==> src/rtl/fifo_wr_ctrl_if.sv <==
// Handshake and occupancy bundle between the producer/read side and the FIFO write controller.
// The master modport drives the producer handshake and pop strobe; the slave modport is the controller.
interface fifo_wr_ctrl_if #(
  parameter int ADDR_W = 3
);
  logic              write_en;
  logic              rd_ack;
  logic              ld_w;
  logic [ADDR_W-1:0] waddr;
  logic [ADDR_W-1:0] raddr;
  logic              ready;
  logic              empty;
  logic              full;
  logic [ADDR_W:0]   count;

  modport master (
    output write_en, rd_ack,
    input  ld_w, waddr, raddr, ready, empty, full, count
  );

  modport slave (
    input  write_en, rd_ack,
    output ld_w, waddr, raddr, ready, empty, full, count
  );
endinterface

==> src/rtl/fifo_wr_ctrl.sv <==
// FIFO write-side controller: four-phase producer handshake, write strobe generation,
// and read/write pointer tracking with empty/full/count decoded from the pointers.
module fifo_wr_ctrl #(
  parameter int DEPTH  = 8,
  parameter int ADDR_W = $clog2(DEPTH)
) (
  input  logic          clk,
  input  logic          rst,
  fifo_wr_ctrl_if.slave bus
);

  typedef enum logic [1:0] {
    S_IDLE  = 2'b00,
    S_WRITE = 2'b01,
    S_DONE  = 2'b10
  } state_t;

  localparam logic [ADDR_W:0] PTR_ONE = {{ADDR_W{1'b0}}, 1'b1};

  state_t          state_q, state_d;
  logic            ld_w_q, ld_w_d;
  logic            ready_q, ready_d;
  logic [ADDR_W:0] wptr_q, wptr_d;
  logic [ADDR_W:0] rptr_q, rptr_d;

  logic empty_w;
  logic full_w;

  // Flags come from registered pointers only, so no input reaches them combinationally.
  assign empty_w = (wptr_q == rptr_q);
  assign full_w  = (wptr_q[ADDR_W] != rptr_q[ADDR_W]) &&
                   (wptr_q[ADDR_W-1:0] == rptr_q[ADDR_W-1:0]);

  // Outputs are registered alongside the state so they are a pure function of it.
  always_comb begin
    state_d = S_IDLE;
    ld_w_d  = 1'b0;
    ready_d = 1'b0;
    case (state_q)
      S_IDLE: begin
        if (bus.write_en && !full_w) begin
          state_d = S_WRITE;
          ld_w_d  = 1'b1;
        end else begin
          state_d = S_IDLE;
        end
      end
      S_WRITE: begin
        state_d = S_DONE;
        ready_d = 1'b1;
      end
      S_DONE: begin
        if (bus.write_en) begin
          state_d = S_DONE;
          ready_d = 1'b1;
        end else begin
          state_d = S_IDLE;
        end
      end
      default: begin
        state_d = S_IDLE;
      end
    endcase
  end

  // The write strobe cycle retires one word; a pop against an empty FIFO is dropped.
  always_comb begin
    wptr_d = wptr_q;
    rptr_d = rptr_q;
    if (ld_w_q) begin
      wptr_d = wptr_q + PTR_ONE;
    end
    if (bus.rd_ack && !empty_w) begin
      rptr_d = rptr_q + PTR_ONE;
    end
  end

  always_ff @(posedge clk or negedge rst) begin
    if (!rst) begin
      state_q <= S_IDLE;
      ld_w_q  <= 1'b0;
      ready_q <= 1'b0;
      wptr_q  <= '0;
      rptr_q  <= '0;
    end else begin
      state_q <= state_d;
      ld_w_q  <= ld_w_d;
      ready_q <= ready_d;
      wptr_q  <= wptr_d;
      rptr_q  <= rptr_d;
    end
  end

  assign bus.ld_w  = ld_w_q;
  assign bus.ready = ready_q;
  assign bus.waddr = wptr_q[ADDR_W-1:0];
  assign bus.raddr = rptr_q[ADDR_W-1:0];
  assign bus.empty = empty_w;
  assign bus.full  = full_w;
  assign bus.count = wptr_q - rptr_q;

endmodule
==> src/flat_wrapper.sv <==
// flat-port wrapper written by rule: the top's interface ports become plain ports
module fifo_wr_ctrl_flat 
#(
  parameter int DEPTH  = 8,
  parameter int ADDR_W = $clog2(DEPTH)
)
  (clk, rst, bus_write_en, bus_rd_ack, bus_ld_w, bus_waddr, bus_raddr, bus_ready, bus_empty, bus_full, bus_count);
  fifo_wr_ctrl_if #(.ADDR_W(ADDR_W)) bus_i ();
  input  logic clk;
  input  logic rst;
  input wire logic [$bits(bus_i.write_en)-1:0] bus_write_en;
  input wire logic [$bits(bus_i.rd_ack)-1:0] bus_rd_ack;
  output wire logic [$bits(bus_i.ld_w)-1:0] bus_ld_w;
  output wire logic [$bits(bus_i.waddr)-1:0] bus_waddr;
  output wire logic [$bits(bus_i.raddr)-1:0] bus_raddr;
  output wire logic [$bits(bus_i.ready)-1:0] bus_ready;
  output wire logic [$bits(bus_i.empty)-1:0] bus_empty;
  output wire logic [$bits(bus_i.full)-1:0] bus_full;
  output wire logic [$bits(bus_i.count)-1:0] bus_count;
  assign bus_i.write_en = bus_write_en;
  assign bus_i.rd_ack = bus_rd_ack;
  assign bus_ld_w = bus_i.ld_w;
  assign bus_waddr = bus_i.waddr;
  assign bus_raddr = bus_i.raddr;
  assign bus_ready = bus_i.ready;
  assign bus_empty = bus_i.empty;
  assign bus_full = bus_i.full;
  assign bus_count = bus_i.count;
  fifo_wr_ctrl #(.DEPTH(DEPTH), .ADDR_W(ADDR_W)) u_core (.clk(clk), .rst(rst), .bus(bus_i));
endmodule
==> config.mk <==
export PLATFORM = sky130hd
export DESIGN_NAME = fifo_wr_ctrl_flat
export DESIGN_NICKNAME = d
export VERILOG_FILES = /design/src/rtl/fifo_wr_ctrl_if.sv /design/src/rtl/fifo_wr_ctrl.sv /design/src/flat_wrapper.sv
export SDC_FILE = /design/constraint.sdc
export NUM_CORES = 1
export LEC_CHECK = 0
export CAP_MARGIN = 15
export CORE_ASPECT_RATIO = 0.9
export CORE_MARGIN = 2
export CORE_UTILIZATION = 30
export CTS_CLUSTER_SIZE = 24
export DETAILED_ROUTE_END_ITERATION = 10
export PLACE_DENSITY = 0.5
export SETUP_SLACK_MARGIN = 0.4
export SLEW_MARGIN = 20
export SYNTH_ARGS = -nofsm -noshare
export SYNTH_HDL_FRONTEND = slang
export SYNTH_SLANG_ARGS = --single-unit
==> constraint.sdc <==
create_clock -name clk -period 3.1 [get_ports clk]
set_input_delay 0.31 -clock clk [delete_from_list [all_inputs] [get_ports clk]]
set_output_delay 0.31 -clock clk [all_outputs]
set_load 0.03 [all_outputs]
==> metrics, run 1 <==
status complete, no violations; highest attainable clock frequency 0.397 GHz; worst path cell trace ha_1, fa_1, xnor2_1, clkdlybuf4s50_1; Unique masters post-synth 21; initial antenna violation count 0; Hold Violations, Final 0; CTS Sinks 12; Setup crit end kind primary output; insertion delay to the later sink of the worst-skew pair 0.27 ns; HP Class input pin to asynchronous set/reset pin; via count of the first global-routing pass 469; Top Ports 18; starting density of the core 32.3%; buffers from clock root to sink, at most 2; time the final worst path needs with I/O delays and setup 2.52 ns; total via count in the routed design 460; DRC violation total after the first TritonRoute iteration 0; CP Launch Type register; final-stage net count 97; global-route wire length before repair 2.13 mm; most common cell after layout, fill and taps aside clkdlybuf4s50_1; final global-route overflow total 0; clk slew on worst S/H paths 0.07 ns; RSZ-0062 raised after global routing no; area growth from synthesis to layout 27.5%; critical path's largest stage delay 0.69 ns; period utilisation layout 81.2%; worst path required time 2.79 ns; kind of critical path register to primary output; most used cells in the layout excluding fill and tap cells clkdlybuf4s50_1 (16), dfrtp_1 (12), inv_1 (11); Vias/cell 4.22; number of inserted diodes 0; CTS tree done; maximum clock skew at final layout 0.000529 ns; number of DRC violations after detailed routing 0; vertical die dimension 50.4 microns; final setup violation count 0; CTS Root Buffer Type clkbuf_4; TritonCTS Buffers 3; setup bufs post-CTS 0; antenna-violating nets left 0; final total negative setup slack 0 ns; full die area 2800 sq um; global placement routability congestion 0.715; Avg Synthesized Cell Area 10.7 sq um; post-synthesis instance area 718 sq um; GRT Total Usage 10.5%; Crit-path slowest cell clkdlybuf4s50_1; Warnings, synthesis 0; share of post-route cells with drive strength above 1 9.76%; Routed WL per cell 10.9 microns; actual transition at the worst max-transition pin 0.533 ns; routed wire length 1.19 mm; number of rows in the core area 16; max capacitance violation total 0; gate count of the mapped netlist 67; DRT Pass-1 Iters 1; H-tree Lvls 1; number of nets in the synthesized netlist 81; Max transition margin 64.3%; largest net degree at the start of global routing 13; maximum fanout encountered on the critical timing path 5; max-slew violation total from the final report 0; number of port buffers 17; half-perimeter wire length of the detailed placement result 934 microns; CORE AREA 2220 sq um; arrival time at the worst endpoint 2.21 ns; register bit count reported by yosys 12; Die X-Extent 55.6 microns; sequential cell area fraction in the yosys report 41.8%
==> worst paths after layout <==
path / startpoint / endpoint / slack (ns) / depth (start not counted)
worst min register to register: u_core.rptr_q[3] / u_core.rptr_q[3] / 0.53 / 1
min in group clk: u_core.rptr_q[3] / u_core.rptr_q[3] / 0.53 / 1
worst max register to register: u_core.rptr_q[1] / u_core.rptr_q[1] / 1.44 / 5
worst max-delay path: u_core.rptr_q[0] / bus_count[2] / 0.58 / 4
worst min-delay path: rst / u_core.rptr_q[0] / 0.38 / 1
max in group asynchronous: rst / u_core.rptr_q[2] / 2.37 / 1
==> worst max-delay path, delay by kind of cell (launching register included) <==
kind	cells	cell delay, ns
xor gates and xnor gates	1	0.16
adders and majority gates	2	0.64
buffers and inverters	1	0.69
DFF	1	0.45
==> cells in the mapped netlist <==
library cell	number	area [sq um]
a21o_1	1	7.51
a21oi_1	2	10.0
and3_1	1	6.26
buf_4	6	45.0
dfrtp_1	12	300
fa_1	1	20.0
ha_1	9	113
inv_1	11	41.3
mux2_4	1	15.0
nand2_1	2	7.51
nand2b_1	1	6.26
nand3_1	2	10.0
nand4_1	1	6.26
nor2_1	3	11.3
nor2_2	1	6.26
nor2b_1	2	12.5
o21ai_0	1	5.00
o21ai_2	1	8.76
xnor2_1	5	43.8
xor2_1	3	26.3
xor2_2	1	16.3
==> cell families after synthesis <==
family,count (synthesis),share of synthesized area (%)
multiplexers,1,2.09
flip-flops,12,41.8
buffers and inverters,17,12.0
XOR/XNOR,9,12.0
AO/OA/AOI/OAI,5,4.36
adder cells (fa/ha/maj),10,18.5
AND/OR/NAND/NOR,13,9.24
==> metrics by stage <==
stage | utilization (%) | hold slack (ns) | worst slack, ns | instance area (sq um) | cells
after floorplan | - | 0.0144 | 1.20 | 718 | 67
after global placement | 39.5 | 0.518 | 0.844 | 877 | 105
after detailed placement | 39.5 | 0.524 | 0.805 | 877 | 105
after CTS | 41.1 | 0.408 | 0.492 | 913 | 109
after global routing | 41.2 | 0.416 | 0.438 | 916 | 109
final | 41.2 | 0.380 | 0.583 | 916 | 109
==> final cells by class <==
cell class                      instances  area, sq um
Tap cell                               27         33.8
Inverter                               11         41.3
Fill cell                             230         1310
Sequential cell                        12          300
Clock buffer                            4         36.3
Timing Repair Buffer                   17          173
Multi-Input combinational cell         38          332
==> flip-flops by register name, summed over array words and instances (netlist names) <==
signal and count:
u_core.bus.ld_w 1, u_core.bus.ready 1, u_core.rptr_q 4, u_core.state_q 2
u_core.wptr_q 4
==> what timing repair did <==
action / in CTS / in global routing
gates resized for setup: 0 / 1
endpoints found under the hold margin: 0 / 0
hold buffers: 0 / 0
setup endpoints to repair: 0 / 1
==> layer usage <==
layer	wire length (microns)	part of all wire [%]	global-route usage [%]
met1	555	47	12.6
met2	526	44	14.9
met3	80	6.7	5.67
met4	29	2.4	6.10
met5	0	0	0
Power of run 1 is not shown: default switching activity piles up to over one toggle a cycle in this logic, so the estimate is an artifact.
==> run 2, diff against run 1 <==
Clock period 3.1 ns to 2.4 ns, I/O delays scaled along.
==> metrics, run 2 (synthesis results as in run 1) <==
number of port buffers 17 (unchanged); sequential cell area in the final layout 300 sq um (unchanged); Max transition margin 63.0% (was 64.3%); Hold Violations, Final 0 (unchanged); total via count in the routed design 479 (was 460); kind of critical path register to primary output (unchanged); vertical die dimension 50.4 microns (unchanged); critical path startpoint u_core.rptr_q[0] (unchanged); CTS tree done (unchanged); status complete, no violations (unchanged); RSZ-0062 raised after global routing yes (was no); slack of the worst reg-to-reg path 0.78 ns (was 1.44 ns); actual transition at the worst max-transition pin 0.554 ns (was 0.533 ns); clk slew on worst S/H paths 0.08 ns (was 0.07 ns); HP Class input pin to asynchronous set/reset pin (unchanged); global-route wire length before repair 2.19 mm (was 2.13 mm); area used by multi-input combinational logic 332 sq um (unchanged); starting density of the core 32.3% (unchanged); final total negative setup slack 0 ns (unchanged); max-slew violation total from the final report 0 (unchanged); half-perimeter wire length of the detailed placement result 945 microns (was 934 microns); Fill cells 221 (was 230); H-tree Lvls 1 (unchanged); DRT Pass-1 Iters 4 (was 1); final global-route overflow total 0 (unchanged); largest net degree at the start of global routing 13 (unchanged); most used cells in the layout excluding fill and tap cells dfrtp_1 (12), inv_1 (11), clkdlybuf4s50_1 (11) (was clkdlybuf4s50_1 (16), dfrtp_1 (12), inv_1 (11)); insertion delay to the later sink of the worst-skew pair 0.28 ns (was 0.27 ns); global placement routability congestion 0.726 (was 0.715); maximum clock skew at final layout 0.00258 ns (was 0.000529 ns); via count of the first global-routing pass 492 (was 469); launch point of the worst reg-to-reg path u_core.rptr_q[2] (was u_core.rptr_q[1]); number of inserted diodes 0 (unchanged); worst path required time 2.16 ns (was 2.79 ns); most common cell after layout, fill and taps aside dfrtp_1 (was clkdlybuf4s50_1); final-stage net count 101 (was 97); area growth from synthesis to layout 28.6% (was 27.5%); final setup violation count 0 (unchanged); CTS Sinks 12 (unchanged); DRC violation total after the first TritonRoute iteration 3 (was 0); CP Launch Type register (unchanged); arrival time at the worst endpoint 1.66 ns (was 2.21 ns); highest attainable clock frequency 0.525 GHz; buffers from clock root to sink, at most 2 (unchanged); TritonCTS Buffers 3 (unchanged); Routed WL per cell 10.7 microns (was 10.9 microns); maximum fanout encountered on the critical timing path 2 (was 5); Vias/cell 4.24 (was 4.22); Top Ports 18 (unchanged); initial antenna violation count 0 (unchanged); largest registers u_core.rptr_q: 4 flops, u_core.wptr_q: 4 flops, u_core.state_q: 2 flops (unchanged); CTS Root Buffer Type clkbuf_4 (unchanged); Setup crit end kind primary output (unchanged); max capacitance violation total 0 (unchanged); full die area 2800 sq um (unchanged); hold_buf cts 0 (unchanged); period utilisation layout 79.3%; Die X-Extent 55.6 microns (unchanged); GRT Total Usage 10.6% (was 10.5%); number of rows in the core area 16 (unchanged); number of DRC violations after detailed routing 0 (unchanged); time the final worst path needs with I/O delays and setup 1.90 ns; CORE AREA 2220 sq um (unchanged); antenna-violating nets left 0 (unchanged); share of post-route cells with drive strength above 1 19.8% (was 9.76%); routed wire length 1.21 mm (was 1.19 mm)
run 2: cell count changes in the layout (fill, tap and decap cells not counted):
cell             previous run  this run
buf_4                       0         5
clkdlybuf4s50_1            16        11
buf_2                       0         3
clkbuf_2                    0         1
run 2: area by class of cell:
| class | count | share of cell area, % |
|---|---|---|
| multi-input cells | 38 | 35.9 |
| flip-flops and latches | 12 | 32.5 |
| repair buffers | 21 | 19.5 |
| well taps | 27 | 3.66 |
| inverters | 11 | 4.47 |
| clock buffers | 4 | 3.93 |
run 2: path summary, 6_finish.rpt:
check,depth (start not counted),to
worst max-delay path,4,bus_count[2]
worst min-delay path,1,u_core.rptr_q[0]
worst max register to register,5,u_core.rptr_q[1]
worst min register to register,1,u_core.rptr_q[3]
max in group asynchronous,1,u_core.wptr_q[0]
min in group clk,1,u_core.rptr_q[3]
run 2: stage by stage:
step | util, % | hold slack [ns] | cell area (sq um) | setup WS, ns | instances
after floorplan | - | -0.0556 | 718 | 0.570 | 67
after global placement | 40.1 | 0.516 | 892 | 0.242 | 107
after detailed placement | 40.1 | 0.517 | 892 | 0.230 | 107
after CTS | 41.7 | 0.333 | 927 | 0.376 | 112
after global routing | 41.6 | 0.352 | 923 | 0.370 | 113
final | 41.6 | 0.312 | 923 | 0.496 | 113
run 2: what timing repair did:
item | 4_1_cts | 5_1_grt
setup buffers | 1 | 1
resized for setup | 17 | 9
endpoints found under the setup margin | 6 | 5
run 2: per-layer routing:
layer	wire length, microns	GRT usage (%)	vias to the layer above
met5	0	0	-
met4	44	8.54	0
met3	64	3.09	5
met2	543	15.9	14
met1	558	12.6	221
li1	-	-	239
run 2: worst max-delay path, cell delays in order, from the launching register on:
cell and delay (ns):
dfrtp_1 0.39, ha_1 0.23, fa_1 0.38, xnor2_1 0.16, buf_2 0.22
Power of run 2 is left out for the same reason.
